File: config.mk
export PLATFORM = sky130hd
export DESIGN_NAME = hazard_ctrl_flat
export DESIGN_NICKNAME = d
export VERILOG_FILES = /design/src/rtl/riscv_pkg.sv /design/src/rtl/hazard_ctrl_if.sv /design/src/rtl/hazard_sb.sv /design/src/rtl/hazard_ctrl.sv /design/src/flat_wrapper.sv
export SDC_FILE = /design/constraint.sdc
export NUM_CORES = 1
export LEC_CHECK = 0
export ABC_AREA = 0
export BUFFER_PORTS_ARGS = -buffer_cell sky130_fd_sc_hd__clkbuf_2
export CAP_MARGIN = 15
export CORE_MARGIN = 5
export CORE_UTILIZATION = 50
export DETAILED_ROUTE_END_ITERATION = 10
export PLACE_DENSITY = 0.81
export SYNTH_ARGS = -nofsm -noshare
export SYNTH_HDL_FRONTEND = slang
export SYNTH_SLANG_ARGS = --single-unit
File: constraint.sdc
create_clock -name clk -period 5.26 [get_ports clk]
set_clock_uncertainty 0.15 [all_clocks]
set_input_delay 0.526 -clock clk [delete_from_list [all_inputs] [get_ports clk]]
set_output_delay 0.526 -clock clk [all_outputs]
set_load 0.01 [all_outputs]
File: src/rtl/riscv_pkg.sv
// rtl/riscv_pkg.sv - shared encodings and scoreboard entry type for the core pipeline
//
// Contents:
//   RF_AW       default register-index width
//   fwd_sel_e   operand source select: FWD_RF, FWD_MEM, FWD_WB
//   npc_op_e    decoder next-PC select: NPC_PC4, NPC_RA, NPC_IMM
//   sb_entry_t  one in-flight destination {rd, we, load}
//   SB_BUBBLE   empty scoreboard entry
package riscv_pkg;

    localparam int RF_AW = 5;

    typedef enum logic [1:0] {
        FWD_RF  = 2'b00,
        FWD_MEM = 2'b01,
        FWD_WB  = 2'b10
    } fwd_sel_e;

    typedef enum logic [1:0] {
        NPC_PC4 = 2'b00,
        NPC_RA  = 2'b01,
        NPC_IMM = 2'b10
    } npc_op_e;

    typedef struct packed {
        logic [RF_AW-1:0] rd;
        logic             we;
        logic             load;
    } sb_entry_t;

    localparam sb_entry_t SB_BUBBLE = '{rd: '0, we: 1'b0, load: 1'b0};

endpackage

File: src/rtl/hazard_ctrl_if.sv
// rtl/hazard_ctrl_if.sv - ID-stage decode info in, pipeline sequencing controls out
//
// Signals:
//   ext_stall                       global freeze
//   id_valid, id_rs1/2, id_rf1/2    ID instruction and its source reads
//   id_rd, id_rf_we, id_load        ID destination info
//   id_branch, id_npc_op            ID-resolved control transfer info
//   pc_hold, ifid_hold              front-end holds
//   ifid_flush, idex_flush          bubble inserts
//   fwd_id1/2, fwd_ex1/2            operand forwarding selects
// Modports: master = core side, slave = hazard_ctrl.
interface hazard_ctrl_if #(
    parameter int REG_AW = 5
);
    logic              ext_stall;
    logic              id_valid;
    logic [REG_AW-1:0] id_rs1;
    logic [REG_AW-1:0] id_rs2;
    logic              id_rf1;
    logic              id_rf2;
    logic [REG_AW-1:0] id_rd;
    logic              id_rf_we;
    logic              id_load;
    logic              id_branch;
    logic [1:0]        id_npc_op;
    logic              pc_hold;
    logic              ifid_hold;
    logic              ifid_flush;
    logic              idex_flush;
    logic [1:0]        fwd_id1;
    logic [1:0]        fwd_id2;
    logic [1:0]        fwd_ex1;
    logic [1:0]        fwd_ex2;

    modport master (
        output ext_stall, id_valid, id_rs1, id_rs2, id_rf1, id_rf2,
               id_rd, id_rf_we, id_load, id_branch, id_npc_op,
        input  pc_hold, ifid_hold, ifid_flush, idex_flush,
               fwd_id1, fwd_id2, fwd_ex1, fwd_ex2
    );

    modport slave (
        input  ext_stall, id_valid, id_rs1, id_rs2, id_rf1, id_rf2,
               id_rd, id_rf_we, id_load, id_branch, id_npc_op,
        output pc_hold, ifid_hold, ifid_flush, idex_flush,
               fwd_id1, fwd_id2, fwd_ex1, fwd_ex2
    );

endinterface

File: src/rtl/hazard_sb.sv
// rtl/hazard_sb.sv - 3-entry in-flight destination scoreboard (EX, MEM, WB)
//
// Ports:
//   clk, rst_n        clock, asynchronous active-low reset
//   freeze            hold every entry (global stall)
//   advance           ID instruction moves into EX; otherwise a bubble enters
//   id_entry          destination info of the ID instruction
//   ex_q, mem_q, wb_q current scoreboard contents
module hazard_sb
    import riscv_pkg::*;
(
    input  logic      clk,
    input  logic      rst_n,
    input  logic      freeze,
    input  logic      advance,
    input  sb_entry_t id_entry,
    output sb_entry_t ex_q,
    output sb_entry_t mem_q,
    output sb_entry_t wb_q
);

    always_ff @(posedge clk or negedge rst_n) begin
        if (!rst_n) begin
            ex_q  <= SB_BUBBLE;
            mem_q <= SB_BUBBLE;
            wb_q  <= SB_BUBBLE;
        end else if (!freeze) begin
            wb_q  <= mem_q;
            mem_q <= ex_q;
            ex_q  <= advance ? id_entry : SB_BUBBLE;
        end
    end

endmodule

File: src/rtl/hazard_ctrl.sv
// rtl/hazard_ctrl.sv - hazard detection, stall/flush and forwarding control for the 5-stage core
//
// Ports:
//   clk, rst_n       clock, asynchronous active-low reset
//   hz (slave)       ID decode info in; holds, flushes and forwarding selects out
//   perf_stall_cnt   hazard stall cycles (HAZ_PERF_EN only)
//   perf_flush_cnt   IF/ID flush cycles  (HAZ_PERF_EN only)
// Optional feature macro: HAZ_PERF_EN.
module hazard_ctrl
    import riscv_pkg::*;
#(
    parameter int REG_AW = RF_AW,
    parameter int CNT_W  = 32
) (
    input  logic             clk,
    input  logic             rst_n,
    hazard_ctrl_if.slave     hz
`ifdef HAZ_PERF_EN
    ,
    output logic [CNT_W-1:0] perf_stall_cnt,
    output logic [CNT_W-1:0] perf_flush_cnt
`endif
);

    sb_entry_t  ex_e, mem_e, wb_e;
    sb_entry_t  id_entry;
    logic       m_ex1, m_ex2, m_mem1, m_mem2, m_wb1, m_wb2;
    logic       stall, advance;
    logic [1:0] fwd_ex1_d, fwd_ex2_d;
    logic [1:0] fwd_ex1_q, fwd_ex2_q;

    // x0 never produces a hazard, so a zero source index never matches.
    function automatic logic src_match(sb_entry_t s, logic valid, logic rf,
                                       logic [REG_AW-1:0] r);
        return valid && rf && (r != '0) && s.we && (s.rd == r);
    endfunction

    // A load in MEM has no data yet, so fall through to the WB copy.
    function automatic logic [1:0] id_sel(logic mm, logic mem_load, logic mw);
        if (mm && !mem_load) return FWD_MEM;
        if (mw)              return FWD_WB;
        return FWD_RF;
    endfunction

    // Looked one stage ahead: whatever is in EX now is in MEM when we reach EX.
    function automatic logic [1:0] ex_sel(logic me, logic mm);
        if (me) return FWD_MEM;
        if (mm) return FWD_WB;
        return FWD_RF;
    endfunction

    assign id_entry = '{rd: hz.id_rd, we: hz.id_rf_we, load: hz.id_load};

    hazard_sb u_sb (
        .clk      (clk),
        .rst_n    (rst_n),
        .freeze   (hz.ext_stall),
        .advance  (advance),
        .id_entry (id_entry),
        .ex_q     (ex_e),
        .mem_q    (mem_e),
        .wb_q     (wb_e)
    );

    assign m_ex1  = src_match(ex_e,  hz.id_valid, hz.id_rf1, hz.id_rs1);
    assign m_ex2  = src_match(ex_e,  hz.id_valid, hz.id_rf2, hz.id_rs2);
    assign m_mem1 = src_match(mem_e, hz.id_valid, hz.id_rf1, hz.id_rs1);
    assign m_mem2 = src_match(mem_e, hz.id_valid, hz.id_rf2, hz.id_rs2);
    assign m_wb1  = src_match(wb_e,  hz.id_valid, hz.id_rf1, hz.id_rs1);
    assign m_wb2  = src_match(wb_e,  hz.id_valid, hz.id_rf2, hz.id_rs2);

    // Branch operands are needed in ID, one stage earlier than ALU operands,
    // so they wait one extra cycle on every producer. A load in EX feeding a
    // branch stalls here twice: once via the EX rule, then via the MEM rule.
    assign stall = ((m_ex1 | m_ex2) & ex_e.load)
                 | (hz.id_branch & (m_ex1 | m_ex2))
                 | (hz.id_branch & (m_mem1 | m_mem2) & mem_e.load);

    assign advance   = hz.id_valid & ~stall;
    assign fwd_ex1_d = ex_sel(m_ex1, m_mem1);
    assign fwd_ex2_d = ex_sel(m_ex2, m_mem2);

    // Outputs are forced low while reset is asserted so no flush or hold
    // leaks out of a reset that lands in the middle of a stall.
    always_comb begin
        hz.pc_hold    = 1'b0;
        hz.ifid_hold  = 1'b0;
        hz.ifid_flush = 1'b0;
        hz.idex_flush = 1'b0;
        hz.fwd_id1    = FWD_RF;
        hz.fwd_id2    = FWD_RF;
        if (rst_n) begin
            hz.pc_hold    = hz.ext_stall | stall;
            hz.ifid_hold  = hz.ext_stall | stall;
            hz.idex_flush = ~hz.ext_stall & stall;
            hz.ifid_flush = ~hz.ext_stall & ~stall & hz.id_valid
                          & (hz.id_npc_op != NPC_PC4);
            hz.fwd_id1    = id_sel(m_mem1, mem_e.load, m_wb1);
            hz.fwd_id2    = id_sel(m_mem2, mem_e.load, m_wb2);
        end
    end

    always_ff @(posedge clk or negedge rst_n) begin
        if (!rst_n) begin
            fwd_ex1_q <= FWD_RF;
            fwd_ex2_q <= FWD_RF;
        end else if (!hz.ext_stall) begin
            fwd_ex1_q <= advance ? fwd_ex1_d : FWD_RF;
            fwd_ex2_q <= advance ? fwd_ex2_d : FWD_RF;
        end
    end

    assign hz.fwd_ex1 = fwd_ex1_q;
    assign hz.fwd_ex2 = fwd_ex2_q;

    // WB results are only forwarded, never checked for load latency.
    wire wb_load_unused = wb_e.load;

`ifdef HAZ_PERF_EN
    always_ff @(posedge clk or negedge rst_n) begin
        if (!rst_n) begin
            perf_stall_cnt <= '0;
            perf_flush_cnt <= '0;
        end else begin
            if (stall && !hz.ext_stall) perf_stall_cnt <= perf_stall_cnt + CNT_W'(1);
            if (hz.ifid_flush)          perf_flush_cnt <= perf_flush_cnt + CNT_W'(1);
        end
    end
`else
    wire cnt_w_unused = (CNT_W > 0);
`endif

endmodule
File: src/flat_wrapper.sv
// flat-port wrapper written by rule: the top's interface ports become plain ports
module hazard_ctrl_flat import riscv_pkg::*;
#(
    parameter int REG_AW = RF_AW,
    parameter int CNT_W  = 32
)
  (clk, rst_n, hz_ext_stall, hz_id_valid, hz_id_rs1, hz_id_rs2, hz_id_rf1, hz_id_rf2, hz_id_rd, hz_id_rf_we, hz_id_load, hz_id_branch, hz_id_npc_op, hz_pc_hold, hz_ifid_hold, hz_ifid_flush, hz_idex_flush, hz_fwd_id1, hz_fwd_id2, hz_fwd_ex1, hz_fwd_ex2);
  hazard_ctrl_if #(.REG_AW(REG_AW)) hz_i ();
  input  logic clk;
  input  logic rst_n;
  input wire logic [$bits(hz_i.ext_stall)-1:0] hz_ext_stall;
  input wire logic [$bits(hz_i.id_valid)-1:0] hz_id_valid;
  input wire logic [$bits(hz_i.id_rs1)-1:0] hz_id_rs1;
  input wire logic [$bits(hz_i.id_rs2)-1:0] hz_id_rs2;
  input wire logic [$bits(hz_i.id_rf1)-1:0] hz_id_rf1;
  input wire logic [$bits(hz_i.id_rf2)-1:0] hz_id_rf2;
  input wire logic [$bits(hz_i.id_rd)-1:0] hz_id_rd;
  input wire logic [$bits(hz_i.id_rf_we)-1:0] hz_id_rf_we;
  input wire logic [$bits(hz_i.id_load)-1:0] hz_id_load;
  input wire logic [$bits(hz_i.id_branch)-1:0] hz_id_branch;
  input wire logic [$bits(hz_i.id_npc_op)-1:0] hz_id_npc_op;
  output wire logic [$bits(hz_i.pc_hold)-1:0] hz_pc_hold;
  output wire logic [$bits(hz_i.ifid_hold)-1:0] hz_ifid_hold;
  output wire logic [$bits(hz_i.ifid_flush)-1:0] hz_ifid_flush;
  output wire logic [$bits(hz_i.idex_flush)-1:0] hz_idex_flush;
  output wire logic [$bits(hz_i.fwd_id1)-1:0] hz_fwd_id1;
  output wire logic [$bits(hz_i.fwd_id2)-1:0] hz_fwd_id2;
  output wire logic [$bits(hz_i.fwd_ex1)-1:0] hz_fwd_ex1;
  output wire logic [$bits(hz_i.fwd_ex2)-1:0] hz_fwd_ex2;
  assign hz_i.ext_stall = hz_ext_stall;
  assign hz_i.id_valid = hz_id_valid;
  assign hz_i.id_rs1 = hz_id_rs1;
  assign hz_i.id_rs2 = hz_id_rs2;
  assign hz_i.id_rf1 = hz_id_rf1;
  assign hz_i.id_rf2 = hz_id_rf2;
  assign hz_i.id_rd = hz_id_rd;
  assign hz_i.id_rf_we = hz_id_rf_we;
  assign hz_i.id_load = hz_id_load;
  assign hz_i.id_branch = hz_id_branch;
  assign hz_i.id_npc_op = hz_id_npc_op;
  assign hz_pc_hold = hz_i.pc_hold;
  assign hz_ifid_hold = hz_i.ifid_hold;
  assign hz_ifid_flush = hz_i.ifid_flush;
  assign hz_idex_flush = hz_i.idex_flush;
  assign hz_fwd_id1 = hz_i.fwd_id1;
  assign hz_fwd_id2 = hz_i.fwd_id2;
  assign hz_fwd_ex1 = hz_i.fwd_ex1;
  assign hz_fwd_ex2 = hz_i.fwd_ex2;
  hazard_ctrl #(.REG_AW(REG_AW), .CNT_W(CNT_W)) u_core (.clk(clk), .rst_n(rst_n), .hz(hz_i));
endmodule
# Yosys cells after proc, flatten, opt, wreduce, memory -nomap -nowiden
# Cells that the tools add are included.
# Widths: inputs -> output; s select.
# op_classes
n_eq_ne,6
mux,40
bitwise,16
reduce_logical,22
# ops
op,n
$mux 2,20
$eq 5x5->1,6
$mux 1,19
$logic_and 1x1->1,18
$reduce_bool 5->1,2
$and 1x1->1,9
$mux 7,1
$or 1x1->1,5
$not 1->1,2
$reduce_bool 2->1,1
$logic_not 1->1,1
# totals
ff_bits,24
input_bits,26
out_inout_bits,12
elab_cells,94

# Longest topological paths before layout
# Gate-level depths: netlist of the first run.
# depth
ltp_word,13
mapped_depth,7
depth_no_buf,6

# By module
# Synthesis of the first run repeated with hierarchy kept, for this count alone.
# unflattened
cells_unflattened,133
hier_area_um2,1478.9
# by_module_without_submodules
module,n_inst,cells_per_inst,area_each_um2,seq_area_each_um2
hazard_sb,1,59,824.5,525.5
hazard_ctrl,1,74,654.4,100.1

# Worst setup path before layout of the first run
# No wires, ideal clock.
# synth_timing
path_kind,input to output
from,input hz_id_rs2[1]
to,output hz_pc_hold
arrival_ns,2.059
t_required_ns,4.584
setup_slack_ns,2.525
path_stages,7
path_buffers,1
cell_sequence,or3_1 > o311a_1 > and4_4 > o22ai_4 > nand2_4 > o21a_1 > buf_4
# synth_between
elab_chain_cells,10
word_cells_on_any_way,18
classes_between,eq/ne (2); mux (1); bitwise (9); reduce/logical (6)
# synth_lines
element,line,source
"start, declared",flat_wrapper.sv:14,input wire logic [$bits(hz_i.id_rs2)-1:0] hz_id_rs2;
$reduce_bool 5->1,hazard_ctrl.sv:35,return valid && rf && (r != '0) && s.we && (s.rd == r);
$logic_and 1x1->1 (3 in series),hazard_ctrl.sv:35,
"$or 1x1->1, on equally long branches","hazard_ctrl.sv:75, hazard_ctrl.sv:76, hazard_ctrl.sv:77",
"$and 1x1->1, on equally long branches","hazard_ctrl.sv:75, hazard_ctrl.sv:76, hazard_ctrl.sv:77",
$or 1x1->1 or $and 1x1->1 (tied branches),"hazard_ctrl.sv:76, hazard_ctrl.sv:77",
$or 1x1->1 (*),hazard_ctrl.sv:77,| (hz.id_branch & (m_mem1 | m_mem2) & mem_e.load);
$or 1x1->1 (*),-,
$mux 1 (*),-,
"end, declared",flat_wrapper.sv:22,output wire logic [$bits(hz_i.pc_hold)-1:0] hz_pc_hold;
# Every way passes the cells marked *; elsewhere a longest branch is shown, timed or not.

# Worst setup path in the final report of the first run
# layout_timing
from,input hz_id_rs2[1]
to,output hz_ifid_hold
# layout_between
elab_chain_cells,10
word_cells_on_any_way,18
classes_between,eq/ne (2); mux (1); bitwise (9); reduce/logical (6)
# layout_lines
element,line,source
$reduce_bool 5->1,hazard_ctrl.sv:35,
$logic_and 1x1->1 (3 in series),hazard_ctrl.sv:35,
"$or 1x1->1, on equally long branches","hazard_ctrl.sv:75, hazard_ctrl.sv:76, hazard_ctrl.sv:77",
"$and 1x1->1, on equally long branches","hazard_ctrl.sv:75, hazard_ctrl.sv:76, hazard_ctrl.sv:77",
$or 1x1->1 or $and 1x1->1 (tied branches),"hazard_ctrl.sv:76, hazard_ctrl.sv:77",
$or 1x1->1 (*),hazard_ctrl.sv:77,
$or 1x1->1 (*),hazard_ctrl.sv:94,hz.ifid_hold = hz.ext_stall | stall;
$mux 1 (*),hazard_ctrl.sv:92,if (rst_n) begin
"end, declared",flat_wrapper.sv:23,output wire logic [$bits(hz_i.ifid_hold)-1:0] hz_ifid_hold;
# Marks and branches as above.

==> flow_summary.json, run 1 <==
{
  "synthTopCellsByArea": "dfrtp_1, xor2_1, mux2_2, xnor2_1, nand2_1",
  "cts_root_buf": "clkbuf_4",
  "gp_congestion": 0.9092,
  "yosysMostFrequentCell": "dfrtp_1",
  "die_h_um": 63.58,
  "period_share_pct": 55.58,
  "cpLargestDelayFamily": "compound AO/OA/AOI/OAI gates",
  "path_clk_slew_ns": 0.13,
  "finalPower_uw": 400.1,
  "final_area_sq_um": 1669,
  "initial_core_util_pct": 52.04,
  "wl_per_cell_um": 16.11,
  "diodes": 0,
  "ff2ff_setup_slack_ns": 3.26,
  "antenna_found_initial": 0,
  "setup_viol": 0,
  "dpl_cell_area_sq_um": 1633,
  "cts_resized": 0,
  "cp_cell_sequence": "clkbuf_2 > or3_1 > o311a_1 > and4_4 > o22ai_4 > nand2_4 > o21a_1 > clkbuf_2",
  "worstSetupPathType": "in2out",
  "crit_top_cell": "clkbuf_2",
  "htree_levels": 1,
  "drtPass1Iterations": 4,
  "power_density_nw_per_um2": 239.7,
  "cts_tree": "yes",
  "cts_sinks": 24,
  "nFillCells": 227,
  "synth_cell_types": 27,
  "fin_tns_setup_ns": 0,
  "dr_total_vias": 1175,
  "row_count": 19,
  "rsz0062_at_grt": "false",
  "slew_headroom_pct": 56.30,
  "grt_usage_pct": 17.71,
  "maxSlewViolCount": 0,
  "nets": 200,
  "yosysWarnings": 0,
  "hold_viol": 0,
  "ys_top_cells_by_count": "dfrtp_1, xor2_1, nand2_1, mux2_2, xnor2_1",
  "worst_skew_pair.late_latency_ns": 0.31,
  "synth.top_cell.area_share_pct": 41.85,
  "grt_start_max_net_pins": 34,
  "synth_edf_count": 0,
  "ff2ff_path_depth": 6,
  "syn_area_sq_um": 1435,
  "grt_first_pass_wirelength_mm": 5.844,
  "synth_largest_area_cell": "dfrtp_1",
  "fp.coreArea_sq_um": 2758,
  "cp.arrival_ns": 2.25,
  "crit_end": "hz_ifid_hold",
  "max_stage_delay_ns": 0.38,
  "syn_nets": 164,
  "worst_pin_slew_ns": 0.6555,
  "worstPathRequired_ns": 4.58,
  "irDropWorstVdd_uv": 223.0,
  "ys_ff_latch": 24,
  "reg2reg_to": "u_core.u_sb.ex_q[4]$_DFFE_PN0N_",
  "post-route-util_pct": 60.53,
  "leakagePower_uw": 0.0008061,
  "multi_input_area_sq_um": 804.5,
  "holdBufCountCts": 0,
  "fmax_mhz": 342.0,
  "layout-drive-gt1-share_pct": 34.68,
  "period_minus_slack_ns": 2.924,
  "dieArea_sq_um": 4042,
  "start_kind": "input pin",
  "vias_per_cell": 5.760,
  "hpwl_mm": 2.626,
  "startpoint": "hz_id_rs2[1]",
  "synthCells": 138,
  "routed_wl_mm": 3.286,
  "synth_ff_type": "dfrtp_1",
  "rr_startpoint": "u_core.u_sb.mem_q[5]$_DFFE_PN0N_",
  "cts_setup_buffers": 0,
  "io_buffers": 37,
  "min_path_type": "in2async",
  "drc": 0,
  "maxCapViolCount": 0,
  "area_delta_synth_final_pct": 16.30,
  "avgSynthCellArea_sq_um": 10.40,
  "regArea_sq_um": 600.6,
  "dieWidth_um": 63.58,
  "cts_made_buffers": 3,
  "final_cells": 204,
  "antenna_left": 0,
  "critPathMaxFanout": 8,
  "pin_count": 38,
  "slowest_stage": "or3_1",
  "path_depth": 8,
  "critical_path_buf_inv_count": 2,
  "end_kind": "output pin",
  "dp_cells": 200,
  "cts_buffer_depth": 2,
  "grt_overflow": 0,
  "seq_area_frac_synth_pct": 41.85,
  "ys_async_sr_fraction_pct": 100.0,
  "outcome": "finished clean",
  "drt-initial-drc-count": 46,
  "grt_pass1_vias": 1285
}
==> worst min-delay path by stage <==
stage / slack [ns] / endpoint
floorplan: 0.08 / u_core.hz.fwd_ex1[0]$_DFFE_PN0N_
global placement: 0.33 / u_core.hz.fwd_ex2[1]$_DFFE_PN0N_
detailed placement: 0.33 / u_core.hz.fwd_ex2[1]$_DFFE_PN0N_
CTS: 0.1 / u_core.u_sb.ex_q[4]$_DFFE_PN0N_
global route: 0.12 / u_core.u_sb.wb_q[1]$_DFFE_PN0N_
finish: 0.07 / u_core.u_sb.wb_q[5]$_DFFE_PN0N_
==> metrics by stage <==
step                hold WS [ns]  setup WS, ns
floorplan                0.08041         2.525
global placement          0.3251         2.374
detailed placement        0.3336         2.337
CTS                      0.09534         2.330
global route              0.1247         2.209
finish                   0.06895         2.336
==> state kept, by name (all words and copies together), names as in the netlist <==
register / count
u_core.hz.fwd_ex2: 2
u_core.u_sb.mem_q: 7
u_core.u_sb.wb_q: 6
u_core.hz.fwd_ex1: 2
u_core.u_sb.ex_q: 7
==> routing by layer <==
metal,global-route usage [%],part of all wire [%],vias to the layer above
met3,2.309,3.0,12
met1,22.74,43,567
met5,0,0,-
met4,8.831,3.1,0
li1,-,-,564
met2,28.93,51,32
==> cell families (layout without fill, tap and decap cells) <==
family	after synthesis	after routing	synth area share [%]
and+or+nand+nor	45	45	17.00
AOI/OAI and AO/OA	19	19	10.55
xor gates and xnor gates	30	30	18.31
DFF	24	24	41.85
muxes	13	13	10.20
buffers and inverters	7	42	2.092
==> cells in the final DEF (no fill, tap or decap), types with 3 or more instances in the layout <==
cell type and n:
nand4_1 10, nor2_1 3, dfrtp_1 24, o21ai_0 9
nand2_1 17, xor2_1 18, clkbuf_2 37, xnor2_1 12
nor4_1 4, mux2_2 13, or3_1 3, clkbuf_4 3
==> cell type report <==
class,count,area share (%)
tap,31,2.324
timing repair buffer,37,11.09
sequential,24,35.98
inverter,1,0.2249
multi-input combinational,107,48.20
clock buffer,4,2.174
==> power by group <==
group / switching [uW] / total, uW / internal [uW] / leakage [uW]
logic: 38.9 / 80.8 / 41.9 / 0.000469
registers: 21.9 / 223 / 201 / 0.000317
clock network: 54.0 / 96.3 / 42.2 / 0.0000210
(Power assumes the default switching activity.)
==> run 2, diff against run 1 <==
Clock period 5.26 ns to 2.8 ns, I/O delays scaled along.
==> flow_summary.json, run 2 (synthesis results as in run 1) <==
{
  "outcome": "finished clean",
  "grt_pass1_vias": 1256,
  "end_kind": "output pin",
  "io_buffers": 37,
  "path_clk_slew_ns": 0.13,
  "p_int_uw": 509.5,
  "grt_use_met1_pct": 20.98,
  "routed_wl_mm": 3.365,
  "dr_total_vias": 1174,
  "nets": 202,
  "ff2ff_path_depth": 6,
  "htree_levels": 1,
  "final_common_cell": "clkbuf_2",
  "min_path_type": "in2reg",
  "setup_viol": 0,
  "row_count": 19,
  "fmax_mhz": 376.7,
  "grt_overflow": 0,
  "grt_use_met2_pct": 32.11,
  "busiest_layer": "met2",
  "switching_power_uw": 222.6,
  "cts_sinks": 24,
  "reg.largest.list": "u_core.u_sb.ex_q (7), u_core.u_sb.mem_q (7), u_core.u_sb.wb_q (6)",
  "wl_per_cell_um": 16.41,
  "initial_core_util_pct": 52.04,
  "cts_buffer_depth": 2,
  "cts_made_buffers": 3,
  "worst_skew_pair.late_latency_ns": 0.33,
  "worstPathRequired_ns": 2.37,
  "grt_first_pass_wirelength_mm": 5.878,
  "pwr-share-clk_pct": 21.6,
  "gp_congestion": 0.8820,
  "maxCapViolCount": 0,
  "grt_start_max_net_pins": 34,
  "worst_pin_slew_ns": 0.6411,
  "cts_tree": "yes",
  "slew_headroom_pct": 57.26,
  "vias_per_cell": 5.727,
  "cts_setup_buffers": 0,
  "critPathMaxFanout": 8,
  "period_minus_slack_ns": 2.655,
  "reg2reg_to": "u_core.hz.fwd_ex1[0]$_DFFE_PN0N_",
  "cp.arrival_ns": 2.22,
  "dpl_worst_slack_ns": 0.3892,
  "dieWidth_um": 63.58,
  "start_kind": "register",
  "pin_count": 38,
  "power_frac_seq_pct": 57.0,
  "swShare_pct": 30.41,
  "ff2ff_setup_slack_ns": 0.83,
  "setup_slack_ns": 0.1451,
  "fin_tns_setup_ns": 0,
  "leakagePower_uw": 0.0008084,
  "maxSlewViolCount": 0,
  "layout-drive-gt1-share_pct": 35.06,
  "hpwl_mm": 2.647,
  "area_delta_synth_final_pct": 17.00,
  "p_comb_share_pct": 21.5,
  "hold_viol": 0,
  "worstSetupPathType": "reg2out",
  "cts_root_buf": "clkbuf_4",
  "final_cell_mix": "clkbuf_2, dfrtp_1, xor2_1",
  "die_h_um": 63.58,
  "drc": 0,
  "antenna_found_initial": 0,
  "drt-initial-drc-count": 62,
  "drtPass1Iterations": 4,
  "diodes": 0,
  "rr_startpoint": "u_core.u_sb.mem_q[5]$_DFFE_PN0N_",
  "startpoint": "u_core.u_sb.mem_q[5]$_DFFE_PN0N_",
  "dieArea_sq_um": 4042,
  "crit_end": "hz_idex_flush",
  "irDropWorstVdd_uv": 367.8,
  "met3_usage_pct": 2.842,
  "grt_usage_pct": 18.34,
  "period_share_pct": 94.82,
  "power_density_nw_per_um2": 436.0,
  "antenna_left": 0,
  "rsz0062_at_grt": "false",
  "fp.coreArea_sq_um": 2758
}
## run 2: critical path, stage by stage (launching register included)
cell and delay (ns):
dfrtp_1 0.45, xor2_1 0.17, nor4_2 0.32, nand4_1 0.24
a21o_2 0.33, nand2_4 0.12, and3_1 0.16, clkbuf_2 0.13
## run 2: area by class of cell
cell class / instances / area (sq um)
inverters: 1 / 3.754
repair buffers: 39 / 202.7
multi-input cells: 107 / 810.8
fillers: 228 / 1079
flip-flops and latches: 24 / 600.6
clock buffers: 3 / 22.52
well taps: 31 / 38.79
## run 2: metal layers
metal  part of all wire [%]  vias up
li1                       -      565
met1                     40      555
met2                     51       43
met3                    5.0       11
met4                    3.2        0
met5                      0        -
## run 2: what timing repair did
item / in CTS / in global routing
hold endpoints to repair: 12 / 0
resized for setup: 0 / 1
hold buffers: 1 / 0
endpoints found under the setup margin: 0 / 3
## run 2: power by group through the flow
stage | Sequential, uW | Combinational, uW | Clock (uW)
3_5_place_dp | 424 | 154 | 0
3_3_place_gp | 422 | 149 | 0
6_report | 417 | 157 | 158
5_1_grt | 423 | 176 | 170
2_1_floorplan | 413 | 102 | 0
4_1_cts | 417 | 156 | 158
## run 2: worst min-delay path by stage
stage,start,to,slack [ns],cells after the start
5_1_grt,hz_id_rd[1],u_core.u_sb.ex_q[3]$_DFFE_PN0N_,0.04,3
3_3_place_gp,rst_n,u_core.u_sb.ex_q[4]$_DFFE_PN0N_,0.07,1
6_report,hz_id_rd[4],u_core.u_sb.ex_q[6]$_DFFE_PN0N_,0.02,3
4_1_cts,hz_id_rd[4],u_core.u_sb.ex_q[6]$_DFFE_PN0N_,0.02,3
3_5_place_dp,rst_n,u_core.u_sb.ex_q[4]$_DFFE_PN0N_,0.07,1
2_1_floorplan,rst_n,u_core.hz.fwd_ex1[0]$_DFFE_PN0N_,-0.17,0
## run 2: stage by stage
stage / hold slack [ns] / total power [uW] / utilization (%) / instance area (sq um) / std cells
after floorplan: -0.1656 / 515.3 / - / 1435 / 138
after global placement: 0.07035 / 570.5 / 59.48 / 1640 / 201
after detailed placement: 0.07314 / 577.8 / 59.48 / 1640 / 201
after CTS: 0.02037 / 731.4 / 60.66 / 1673 / 205
after global routing: 0.04008 / 769.6 / 60.89 / 1679 / 205
final: 0.01672 / 732.2 / 60.89 / 1679 / 205
